<file path="src/rtl/common.sv">
// Shared codebase constants. Guarded so it can be pulled in more than once.
`ifndef COMMON_V
`define COMMON_V
`define WIDTH 16
`endif

</file>
<file path="src/rtl/stack_ctrl_pkg.sv">
// Package for the stack controller: local helpers derived from DEPTH.
`ifndef WIDTH
`define WIDTH 16
`endif

package stack_ctrl_pkg;

  // Request decoded from the push/pop pair.
  typedef enum logic [1:0] {
    OP_IDLE    = 2'b00,
    OP_POP     = 2'b01,
    OP_PUSH    = 2'b10,
    OP_REPLACE = 2'b11
  } stack_op_e;

  // Capacity is the register file plus the tos register.
  function automatic int unsigned capacity(input int unsigned depth);
    return (1 << depth) + 1;
  endfunction

endpackage

</file>
<file path="src/rtl/stack_ctrl_if.sv">
// Request/response bundle between a stack user (master) and stack_ctrl (slave).
// Handshake: there is no valid/ready pair; push/pop are single-cycle requests
// sampled on every rising clk, refused requests only raise a sticky flag, and
// every result is visible on the outputs one cycle after the request edge.
interface stack_ctrl_if #(
  parameter int DEPTH = 4
);
  logic              push;
  logic              pop;
  logic [`WIDTH-1:0] din;
  logic              clr_err;
  logic [`WIDTH-1:0] tos;
  logic [`WIDTH-1:0] nos;
  logic [DEPTH:0]    count;
  logic              empty;
  logic              full;
  logic              overflow;
  logic              underflow;

  modport master (
    output push, pop, din, clr_err,
    input  tos, nos, count, empty, full, overflow, underflow
  );

  modport slave (
    input  push, pop, din, clr_err,
    output tos, nos, count, empty, full, overflow, underflow
  );
endinterface

</file>
<file path="src/rtl/stack_ctrl_stack.sv">
// Backing register file: 2**DEPTH entries, one synchronous write port and
// one combinational read port. Contents are deliberately not reset.
module stack_ctrl_stack #(
  parameter int DEPTH = 4
) (
  input  logic              clk,
  input  logic              we,
  input  logic [DEPTH-1:0]  wa,
  input  logic [`WIDTH-1:0] wd,
  input  logic [DEPTH-1:0]  ra,
  output logic [`WIDTH-1:0] rd
);
  logic [`WIDTH-1:0] mem [0:(1<<DEPTH)-1];

  // Write port: store wd at wa when enabled.
  always_ff @(posedge clk) begin
    if (we) mem[wa] <= wd;
  end

  assign rd = mem[ra];
endmodule

</file>
<file path="src/rtl/stack_ctrl.sv">
// Stack controller: top element held in the tos register, the rest in the
// backing register file at addresses 0..count-2. Sticky overflow/underflow.
module stack_ctrl
  import stack_ctrl_pkg::*;
#(
  parameter int DEPTH = 4
) (
  input  logic          clk,
  input  logic          resetq,
  stack_ctrl_if.slave   bus
);
  localparam int unsigned CAP = capacity(DEPTH);
  localparam logic [DEPTH:0] CAP_C = CAP[DEPTH:0];

  logic [`WIDTH-1:0] tos_q;
  logic [DEPTH:0]    count_q;
  logic              ovf_q;
  logic              unf_q;

  logic              is_empty;
  logic              is_full;
  logic              we;
  logic [DEPTH-1:0]  wa;
  logic [DEPTH-1:0]  ra;
  logic [`WIDTH-1:0] rd;
  logic [DEPTH:0]    cnt_m1;
  logic [DEPTH:0]    cnt_m2;
  stack_op_e         op;

  assign op       = stack_op_e'({bus.push, bus.pop});
  assign is_empty = (count_q == '0);
  assign is_full  = (count_q == CAP_C);

  // sp = count-1 is the next free slot; the memory top is at sp-1 = count-2.
  // Guards keep both in range: writes need count<=2**DEPTH, reads count>=2.
  assign cnt_m1 = count_q - 1'b1;
  assign cnt_m2 = count_q - 2'd2;
  assign wa     = cnt_m1[DEPTH-1:0];
  assign ra     = cnt_m2[DEPTH-1:0];

  // Memory write only for a plain push onto a non-empty, non-full stack.
  always_comb begin
    we = 1'b0;
    if (!resetq && op == OP_PUSH && !is_empty && !is_full) we = 1'b1;
  end

  stack_ctrl_stack #(.DEPTH(DEPTH)) u_stack (
    .clk (clk),
    .we  (we),
    .wa  (wa),
    .wd  (tos_q),
    .ra  (ra),
    .rd  (rd)
  );

  // Control: tos/count update per request, flags sticky with error-wins clear.
  always_ff @(posedge clk or posedge resetq) begin
    if (resetq) begin
      tos_q   <= '0;
      count_q <= '0;
      ovf_q   <= 1'b0;
      unf_q   <= 1'b0;
    end else begin
      if (bus.clr_err) begin
        ovf_q <= 1'b0;
        unf_q <= 1'b0;
      end
      case (op)
        OP_PUSH: begin
          if (is_full) begin
            ovf_q <= 1'b1;
          end else begin
            tos_q   <= bus.din;
            count_q <= count_q + 1'b1;
          end
        end
        OP_POP: begin
          if (is_empty) begin
            unf_q <= 1'b1;
          end else if (count_q == 1) begin
            tos_q   <= '0;
            count_q <= '0;
          end else begin
            tos_q   <= rd;
            count_q <= cnt_m1;
          end
        end
        OP_REPLACE: begin
          if (is_empty) unf_q <= 1'b1;
          else          tos_q <= bus.din;
        end
        default: ;
      endcase
    end
  end

  assign bus.tos       = tos_q;
  assign bus.nos       = (count_q < 2) ? '0 : rd;
  assign bus.count     = count_q;
  assign bus.empty     = is_empty;
  assign bus.full      = is_full;
  assign bus.overflow  = ovf_q;
  assign bus.underflow = unf_q;
endmodule

</file>
<file path="src/flat_wrapper.sv">
// flat-port wrapper written by rule: the top's interface ports become plain ports
module stack_ctrl_flat import stack_ctrl_pkg::*;
#(
  parameter int DEPTH = 4
)
  (clk, resetq, bus_push, bus_pop, bus_din, bus_clr_err, bus_tos, bus_nos, bus_count, bus_empty, bus_full, bus_overflow, bus_underflow);
  stack_ctrl_if #(.DEPTH(DEPTH)) bus_i ();
  input  logic clk;
  input  logic resetq;
  input wire logic [$bits(bus_i.push)-1:0] bus_push;
  input wire logic [$bits(bus_i.pop)-1:0] bus_pop;
  input wire logic [$bits(bus_i.din)-1:0] bus_din;
  input wire logic [$bits(bus_i.clr_err)-1:0] bus_clr_err;
  output wire logic [$bits(bus_i.tos)-1:0] bus_tos;
  output wire logic [$bits(bus_i.nos)-1:0] bus_nos;
  output wire logic [$bits(bus_i.count)-1:0] bus_count;
  output wire logic [$bits(bus_i.empty)-1:0] bus_empty;
  output wire logic [$bits(bus_i.full)-1:0] bus_full;
  output wire logic [$bits(bus_i.overflow)-1:0] bus_overflow;
  output wire logic [$bits(bus_i.underflow)-1:0] bus_underflow;
  assign bus_i.push = bus_push;
  assign bus_i.pop = bus_pop;
  assign bus_i.din = bus_din;
  assign bus_i.clr_err = bus_clr_err;
  assign bus_tos = bus_i.tos;
  assign bus_nos = bus_i.nos;
  assign bus_count = bus_i.count;
  assign bus_empty = bus_i.empty;
  assign bus_full = bus_i.full;
  assign bus_overflow = bus_i.overflow;
  assign bus_underflow = bus_i.underflow;
  stack_ctrl #(.DEPTH(DEPTH)) u_core (.clk(clk), .resetq(resetq), .bus(bus_i));
endmodule
</file>
<file path="config.mk">
export PLATFORM = sky130hd
export DESIGN_NAME = stack_ctrl_flat
export DESIGN_NICKNAME = d
export VERILOG_FILES = /design/src/rtl/common.sv /design/src/rtl/stack_ctrl_pkg.sv /design/src/rtl/stack_ctrl_if.sv /design/src/rtl/stack_ctrl_stack.sv /design/src/rtl/stack_ctrl.sv /design/src/flat_wrapper.sv
export SDC_FILE = /design/constraint.sdc
export NUM_CORES = 1
export LEC_CHECK = 0
export ABC_AREA = 1
export CORE_MARGIN = 2
export CORE_UTILIZATION = 40
export CTS_CLUSTER_SIZE = 14
export DETAILED_ROUTE_END_ITERATION = 16
export SLEW_MARGIN = 20
export SYNTH_ARGS = -nofsm -noshare
export SYNTH_HDL_FRONTEND = slang
export SYNTH_SLANG_ARGS = --single-unit
</file>
<file path="constraint.sdc">
create_clock -name clk -period 3.45 [get_ports clk]
set_input_delay 1.035 -clock clk [delete_from_list [all_inputs] [get_ports clk]]
set_output_delay 1.035 -clock clk [all_outputs]
set_load 0.02 [all_outputs]
</file>
### Word level (Yosys, flattened, before mapping)

Memories as Yosys holds them, arrays and structs flattened.
Cells that the tools add are included.

| operators by class | value |
|---|---|
| $add $sub $neg | 3 |
| magnitude comparators | 1 |
| equality and inequality tests | 8 |
| muxes and demuxes | 19 |
| reductions and logical operators | 12 |

Operator list:

| operator | number |
|---|---|
| 16-bit two-way mux | 5 |
| 16-bit case mux with 3 select lines | 1 |
| 5-bit two-way mux | 3 |
| 5-bit case mux with 2 select lines | 1 |
| 1-bit two-way mux | 9 |
| 2-bit != test (second input constant) | 3 |
| 5-bit by 1-bit adder with 5-bit output (second input constant) | 1 |
| 5-bit by 1-bit equality test with 1-bit output (second input constant) | 1 |
| 5-bit equality test (second input constant) | 1 |
| 5-bit logical NOT | 1 |
| 5-bit by 2-bit less-than comparator with 1-bit output (second input constant) | 1 |
| 5-bit by 1-bit subtractor with 5-bit output (second input constant) | 1 |
| 2-bit equality test (second input constant) | 2 |
| 4-bit AND reduction | 1 |
| 4-bit by 2-bit subtractor with 4-bit output (second input constant) | 1 |
| 1-bit logical AND | 3 |
| 1-bit logical NOT | 3 |
| 3-bit AND reduction | 1 |
| 3-bit nonzero test | 1 |
| 2-bit by 1-bit equality test with 1-bit output (second input constant) | 1 |
| 2-bit nonzero test | 1 |
| 2-bit OR reduction | 1 |

| word-level totals | value |
|---|---|
| bits in registers | 23 |
| bits in writable memories | 256 |
| output and inout bits | 41 |
| memories | 1 |

Memories:

| name | words | width | read ports | clocked after Yosys merged registers in | write ports | line | RTL |
|---|---|---|---|---|---|---|---|
| u_core.u_stack.mem | 16 | 16 | 1 | 0 | 1 | stack_ctrl_stack.sv:13 | `` logic [`WIDTH-1:0] mem [0:(1<<DEPTH)-1]; `` |

### Longest topological paths before layout

Gate-level depths: netlist (run 1).

| depth | value |
|---|---|
| depth after elaboration | 7 |
| depth in mapped cells | 13 |
| mapped depth without buffers | 11 |

### Hierarchy

Synthesis (run 1) repeated with hierarchy kept, for this count alone.

| second synthesis, totals | value |
|---|---|
| cells, all modules | 1288 |
| area total of the unflattened synthesis | 12633.4 um^2 |

Modules (own cells, without submodules):

| module | times used | cells each | area each (um^2) |
|---|---|---|---|
| stack_ctrl_stack | 1 | 1058 | 11060.6 |
| stack_ctrl | 1 | 230 | 1572.8 |

### Worst setup path before layout (run 1)

Ideal clock, no wire load.

| timing | value |
|---|---|
| path kind | register -> output |
| start | register u_core.count_q[1], in the netlist u_core.bus.count[1] |
| end | output bus_nos[11] |
| data arrival time | 2205 ps |
| slack | 210 ps |
| stages on the path, launching flop included | 11 |
| buffers on the path | 4 |
| cells stage by stage | dfrtp_1 -> inv_1 -> buf_2 -> buf_2 -> ha_1 -> buf_2 -> inv_1 -> clkbuf_1 -> nand3_1 -> nand3_1 -> a21oi_1 |

| between the ends | value |
|---|---|
| word-level cells in the longest chain between the ends | 3 |
| elaborated cells between the ends (all ways) | 4 |
| those cells by class | add/sub (1); order compare (1); mux (1); memory (1) |

Ends and longest elaborated chain:

| item | line | RTL |
|---|---|---|
| start: declaration | stack_ctrl.sv:16 | `logic [DEPTH:0] count_q;` |
| start signal: assignment | stack_ctrl.sv:74 | `count_q <= count_q + 1'b1;` |
| start signal: assignment | stack_ctrl.sv:85 | `count_q <= cnt_m1;` |
| 4-bit by 2-bit subtractor with 4-bit output | stack_ctrl.sv:37 | `assign cnt_m2 = count_q - 2'd2;` |
| memory 16 x 16 bit | -- |  |
| 16-bit two-way mux (*) | stack_ctrl.sv:98 | `assign bus.nos = (count_q < 2) ? '0 : rd;` |
| end: declaration | flat_wrapper.sv:15 | `output wire logic [$bits(bus_i.nos)-1:0] bus_nos;` |

Every way passes the cells marked *; elsewhere a longest branch is shown, timed or not.

### Final worst setup path (run 1)

| timing | value |
|---|---|
| start | register u_core.count_q[1], in the netlist u_core.bus.count[1] |
| end | output bus_nos[6] |

Same word-level chain as after synthesis.

==> summary.json, run 1 <==
{
  "timing.reg2reg.setup_slack_ps": 720,
  "crit-reg2reg-launch": "u_core.bus.count[0]",
  "worst_hold_path_type": "flop to flop",
  "launch_point_of_the_worst_hold_path": "u_core.bus.underflow",
  "dr.pass1.iters": 5,
  "io_pins": 62,
  "globalRouteOverflowTotal": 0,
  "power.share.sequential_pct": 31.0,
  "grt_most_used_layer": "met2",
  "dr.first_iter.drc_count": 793,
  "netlist.top_cell.by_area": "sky130_fd_sc_hd__edfxtp_1",
  "min_path_cells": 1,
  "total_of_flip_flops_plus_latches_after_synthesis": 279,
  "critical_path.cell_chain": "inv_4 > ha_1 > nor2_1 > nor2_4 > buf_4 > nand3_1 > a21oi_2 > clkdlybuf4s15_2",
  "critPathArrivalTime_ps": 2440,
  "port_buffers": 61,
  "combPwrFrac_pct": 48.2,
  "finalClockSkew_ps": 17.6,
  "layout.core_utilization_pct": 48.9,
  "synth_cells": 1234,
  "yosysWarningCount": 0,
  "area_taken_by_multi_input_logic_gates_sq_um": 3170,
  "gr-usage-met2_pct": 39.4,
  "clkSinkCount": 279,
  "cap_viol_max_count": 0,
  "outcome": "finished, violations left",
  "clk-insertion-delay-late_ps": 550,
  "syn-num-nets": 1264,
  "final.period_utilization_pct": 101,
  "number_of_buffers_created_by_cts": 29,
  "start_util_pct": 40.8,
  "intPower_w": 0.00850,
  "design.core.area_sq_um": 30700,
  "detail_route.vias_per_cell": 5.02,
  "setup.worst_path.class": "flop to output pin",
  "yosysUniqueCellTypes": 28,
  "hpwl_mm": 24.1,
  "drc_errors": 0,
  "power.share.switching_pct": 42.3,
  "power_leakage_nw": 6.38,
  "power.switching_w": 0.00624,
  "wl_per_cell_microns": 20.6,
  "synth_area_per_cell_sq_um": 10.1,
  "slew_at_the_pin_closest_to_its_max_slew_limit_ps": 665,
  "cp_num_buf_inv": 3,
  "synth_async_sr_flop_share_pct": 8.24,
  "finalWorstPathRequiredPeriod_ps": 3480,
  "cts_tree": "yes",
  "routed_wirelength_mm": 36.3,
  "hold-path-endpoint": "u_core.bus.underflow",
  "startpoint_type": "flop",
  "synth-edff-count": 256,
  "gp_congestion": 0.948,
  "post-route-worst-setup-slack_ps": -26.1,
  "share_clk_of_total_power_pct": 20.7,
  "grt_setup_unrepaired": "yes",
  "grt_pass1_vias": 8784,
  "crit_path_top_delay_cell": "sky130_fd_sc_hd__dfrtp_2",
  "setup-violations-final": 2,
  "vdd_ir_drop_max_v": 0.000496,
  "maximum_single_stage_delay_on_the_critical_path_ps": 440,
  "clkSlewWorstSetupHoldPaths_ps": 60,
  "root_buffer": "sky130_fd_sc_hd__clkbuf_16",
  "grt_pass1_wl_mm": 55.2,
  "top_delay_family_on_crit_path": "buffers and inverters",
  "post_synth_top_area_share_pct": 61.5,
  "depth_of_the_cts_h_tree": 1,
  "gr-usage-met1_pct": 29.4,
  "die_width_microns": 181,
  "grt_antenna_before_repair": 0,
  "r2r.worst_path.cells": 10,
  "pin_count_of_the_biggest_net_entering_global_routing": 70,
  "filler_cell_count": 2788,
  "end_of_the_worst_register_to_register_path": "u_core.u_stack.mem[15][2]",
  "critical_path_required_ps": 2410,
  "die-height_microns": 181,
  "final-seq-area_sq_um": 8270,
  "worstPathMaxFanout": 6,
  "largest_buffer_count_on_any_clock_path": 3,
  "grt_util_met3_pct": 2.66,
  "synthTopCellsByCount": "sky130_fd_sc_hd__nand2_1, sky130_fd_sc_hd__edfxtp_1, sky130_fd_sc_hd__inv_1",
  "slew_violations": 0,
  "synth_top_cells_by_area": "sky130_fd_sc_hd__edfxtp_1, sky130_fd_sc_hd__nand2_1, sky130_fd_sc_hd__nand3_1, sky130_fd_sc_hd__inv_1, sky130_fd_sc_hd__dfrtp_1",
  "hold_viol": 0,
  "cts_setup_buffers": 0,
  "antenna_violating_nets_post_route": 0,
  "placement.setup.worst_slack_ps": 56.7,
  "kind_of_end_point_of_the_critical_path": "output pin",
  "globalRouteTotalUtil_pct": 22.4,
  "dr_total_vias": 8843,
  "synthMostInstantiatedCell": "sky130_fd_sc_hd__nand2_1",
  "cts_hold_repair.buffers": 0,
  "die_area_sq_um": 32700,
  "failed_checks": "setup timing",
  "floorplan.rows": 64,
  "postSynth.topFlopCell": "sky130_fd_sc_hd__edfxtp_1",
  "power_dens_cells_nw_per_um2": 983,
  "area_delta_synth_final_pct": 20.0,
  "synth_seq_area_share_pct": 66.1,
  "antenna_cells": 0,
  "final_nets": 1374,
  "synth_area_sq_um": 12500,
  "layout_cell_share_with_drive_strength_beyond_1_pct": 13.0,
  "timing.fmax_ghz": 0.288,
  "slew_headroom_pct": 55.6
}
==> layout by cell type, fill, tap and decap left out, drive strengths merged, types with 2 or more instances in the layout <==
cell type,synthesis,layout
nand2,375,375
edfxtp,256,256
inv,210,210
nand3,196,196
buf,48,83
a21oi,50,50
clkdlybuf4s50,0,43
clkbuf,10,43
nor2,37,37
dfrtp,23,23
o21ai,10,10
ha,9,9
clkdlybuf4s15,0,8
clkinv,0,7
xnor2,3,3
bufinv,0,3
o22ai,2,2
a22o,2,2
dlygate4sd2,0,2
==> per-layer routing <==
metal  share of wire [%]  wire length (microns)  up-vias
met2                  51                  18500      266
met5                   0                      0        -
met4                 2.7                    988        0
met1                  41                  15000     4286
met3                 4.9                   1780       55
li1                    -                      -     4236
==> power by group through the flow <==
stage	clock (W)	combinational (W)	sequential, W
2_1_floorplan	0	0.00352	0.00492
3_3_place_gp	0	0.00698	0.00465
3_5_place_dp	0	0.00702	0.00464
4_1_cts	0.00309	0.00710	0.00458
5_1_grt	0.00323	0.00763	0.00459
6_report	0.00306	0.00711	0.00457
==> layout make-up <==
| class | count | area share [%] |
|---|---|---|
| tap | 396 | 3.30 |
| timing repair buffer | 137 | 9.06 |
| clock buffer | 43 | 5.26 |
| sequential | 279 | 55.1 |
| inverter | 210 | 5.32 |
| clock inverter | 10 | 0.834 |
| multi-input combinational | 687 | 21.1 |
==> repair_timing <==
action / 4_1_cts / 5_1_grt
endpoints found under the setup margin: 18 / 16
cloned: 1 / 0
gates resized for setup: 69 / 9
pin swaps: 1 / 4
==> cell families after synthesis <==
logic type | synth area share [%]
xor gates and xnor gates | 0.280
DFF | 66.1
AOI/OAI and AO/OA | 3.09
buffers and inverters | 9.16
and+or+nand+nor | 20.5
adders and majority gates | 0.901
==> through the flow <==
stage	cell area, sq um	hold WS [ps]	TNS [ps]	power, W	instances
3_3_place_gp	14000	493	0	0.0116	1708
3_5_place_dp	14000	495	0	0.0117	1708
4_1_cts	15000	510	0	0.0148	1762
5_1_grt	15000	523	-493	0.0154	1762
2_1_floorplan	12500	626	0	0.00844	1234
6_report	15000	509	-26.5	0.0147	1762
==> registers in the layout (all words and copies together), names as in the netlist <==
name                  cells
u_core.bus.count          5
u_core.bus.overflow       1
u_core.bus.underflow      1
u_core.bus.tos           16
u_core.u_stack.mem      256
==> worst max-delay path by stage <==
stage | start | endpoint | cells after the start
finish | u_core.bus.count[1] | bus_nos[6] | 8
CTS | u_core.bus.count[1] | bus_nos[15] | 8
global placement | u_core.bus.count[1] | bus_nos[11] | 9
global route | u_core.bus.count[1] | bus_nos[6] | 8
floorplan | u_core.bus.count[1] | bus_nos[11] | 10
detailed placement | u_core.bus.count[1] | bus_nos[15] | 9
No activity file was read; power rests on OpenSTA's default activity.
==> run 2: changes to the inputs <==
Settings changed: REMOVE_ABC_BUFFERS set to 1.
==> run 2 against run 1 <==
  * The run now ends clean
  * Sequential share of layout area fell by 0.37 points
  * Fmax increased by 1.6%
  * Design area increased by 0.68%
  * Non-clock buffer count up 8
  * Clock power fell by 2%
  * Register-to-register slack worse by 70 ps
  * Worst setup slack better by 56 ps
  * Cell count increased by 0.45%
  * Critical path type unchanged
  * Critical endpoint is now bus_nos[8]
  * Largest power group unchanged
==> summary.json, run 2 (same netlist as run 1, synthesis figures left out) <==
{
  "globalRouteTotalUtil_pct": 20.8,
  "regMostFlops": "u_core.u_stack.mem",
  "worstPathMaxFanout": 11,
  "grt_antenna_before_repair": 0,
  "power_dens_cells_nw_per_um2": 958,
  "setup-violations-final": 0,
  "cap_viol_max_count": 0,
  "setup.worst_path.class": "flop to output pin",
  "start_util_pct": 40.8,
  "depth_of_the_cts_h_tree": 1,
  "pin_count_of_the_biggest_net_entering_global_routing": 70,
  "die-height_microns": 181,
  "finish.cell_count_without_fillers": 1770,
  "post-route-worst-setup-slack_ps": 29.4,
  "final-seq-area_sq_um": 8270,
  "dr.pass1.iters": 5,
  "antenna_cells": 0,
  "clkSinkCount": 279,
  "slew_at_the_pin_closest_to_its_max_slew_limit_ps": 552,
  "clkSlewWorstSetupHoldPaths_ps": 60,
  "hpwl_mm": 21.6,
  "finalClockSkew_ps": 11.5,
  "timing.fmax_ghz": 0.292,
  "antenna_violating_nets_post_route": 0,
  "grt_pass1_vias": 8645,
  "grt_setup_unrepaired": "yes",
  "largest_register_ffs": 256,
  "routed_wirelength_mm": 34.5,
  "vdd_ir_drop_max_v": 0.000737,
  "largest_buffer_count_on_any_clock_path": 3,
  "area_taken_by_multi_input_logic_gates_sq_um": 3170,
  "critPathArrivalTime_ps": 2390,
  "gp_congestion": 0.841,
  "finalWorstPathRequiredPeriod_ps": 3420,
  "cts_hold_repair.buffers": 0,
  "hold_viol": 0,
  "io_pins": 62,
  "placement.setup.worst_slack_ps": 88.6,
  "detail_route.vias_per_cell": 5.08,
  "power_leakage_nw": 6.44,
  "port_buffers": 61,
  "number_of_buffers_created_by_cts": 29,
  "die_width_microns": 181,
  "critical_path_required_ps": 2410,
  "dr.first_iter.drc_count": 962,
  "clk-insertion-delay-late_ps": 540,
  "design.core.area_sq_um": 30700,
  "outcome": "finished, final reports clean",
  "timing.reg2reg.setup_slack_ps": 650,
  "slew_headroom_pct": 63.2,
  "filler_cell_count": 2729,
  "root_buffer": "sky130_fd_sc_hd__clkbuf_16",
  "layout_commonest_cell": "sky130_fd_sc_hd__nand2_1",
  "drc_errors": 0,
  "slew_violations": 0,
  "worst_hold_path_type": "flop to flop",
  "die_area_sq_um": 32700,
  "floorplan.rows": 64,
  "cts_tree": "yes",
  "globalRouteOverflowTotal": 0,
  "dpl.cell_count": 1709,
  "startpoint_type": "flop",
  "wl_per_cell_microns": 19.5,
  "layout.core_utilization_pct": 49.2,
  "layout_cell_share_with_drive_strength_beyond_1_pct": 14.0,
  "dr_total_vias": 8990,
  "grt_pass1_wl_mm": 51.8,
  "design_power_total_w": 0.0145,
  "area_delta_synth_final_pct": 20.8,
  "kind_of_end_point_of_the_critical_path": "output pin",
  "final.period_utilization_pct": 99.1,
  "final_nets": 1382,
  "most-common-layout-cells": "sky130_fd_sc_hd__nand2_1, sky130_fd_sc_hd__edfxtp_1, sky130_fd_sc_hd__inv_1"
}
==> run 2: final timing paths <==
path                                      from                   endpoint  cells after the start
max                        u_core.bus.count[0]                 bus_nos[8]                      9
min                          u_core.bus.tos[3]   u_core.u_stack.mem[1][3]                      0
max reg2reg                u_core.bus.count[0]  u_core.u_stack.mem[11][6]                     10
min reg2reg                  u_core.bus.tos[3]   u_core.u_stack.mem[1][3]                      0
max in group asynchronous               resetq        u_core.bus.count[0]                      3
min in group asynchronous               resetq       u_core.bus.underflow                      2
==> run 2: what timing repair did <==
action                                  4_1_cts  5_1_grt
buffers inserted                              5        1
resized for setup                            60       22
pin swaps                                     2        2
cloned                                        1        1
endpoints found under the setup margin       18       17
==> run 2: cell type report <==
class	instances	share of cell area, %
Sequential cell	279	54.8
Multi-Input combinational cell	687	21.0
Timing Repair Buffer	145	9.63
Clock buffer	40	5.42
Inverter	210	5.29
Tap cell	396	3.28
Clock inverter	13	0.621
==> run 2: metal layers <==
metal	vias to the layer above	GRT usage (%)	wire (microns)	part of all wire, %
li1	4246	-	-	-
met1	4395	30.1	15300	44
met2	303	33.4	16200	47
met3	46	2.92	2260	6.6
met4	0	4.58	733	2.1
met5	-	0	0	0
==> run 2: where the power goes <==
group / internal, W / switching [W]
clock: 0.00173 / 0.00128
sequential: 0.00437 / 0.000195
combinational: 0.00236 / 0.00452
total: 0.00846 / 0.00600
==> run 2: through the flow <==
step           instance area, sq um  hold slack [ps]  setup TNS, ps
2_1_floorplan                 12100              626        -807070
3_3_place_gp                  14100              509              0
3_5_place_dp                  14100              509              0
4_1_cts                       15100              532              0
5_1_grt                       15100              541           -269
6_report                      15100              519              0
==> run 2: worst max-delay path, stage by stage, from the launching register on <==
cell,delay [ps]
sky130_fd_sc_hd__dfrtp_4,560
sky130_fd_sc_hd__inv_6,160
sky130_fd_sc_hd__buf_4,210
sky130_fd_sc_hd__nand2_1,70
sky130_fd_sc_hd__nand2_1,50
sky130_fd_sc_hd__nand2_1,40
sky130_fd_sc_hd__nand3_1,150
sky130_fd_sc_hd__nand3_1,120
sky130_fd_sc_hd__a21oi_1,190
sky130_fd_sc_hd__clkdlybuf4s15_2,290
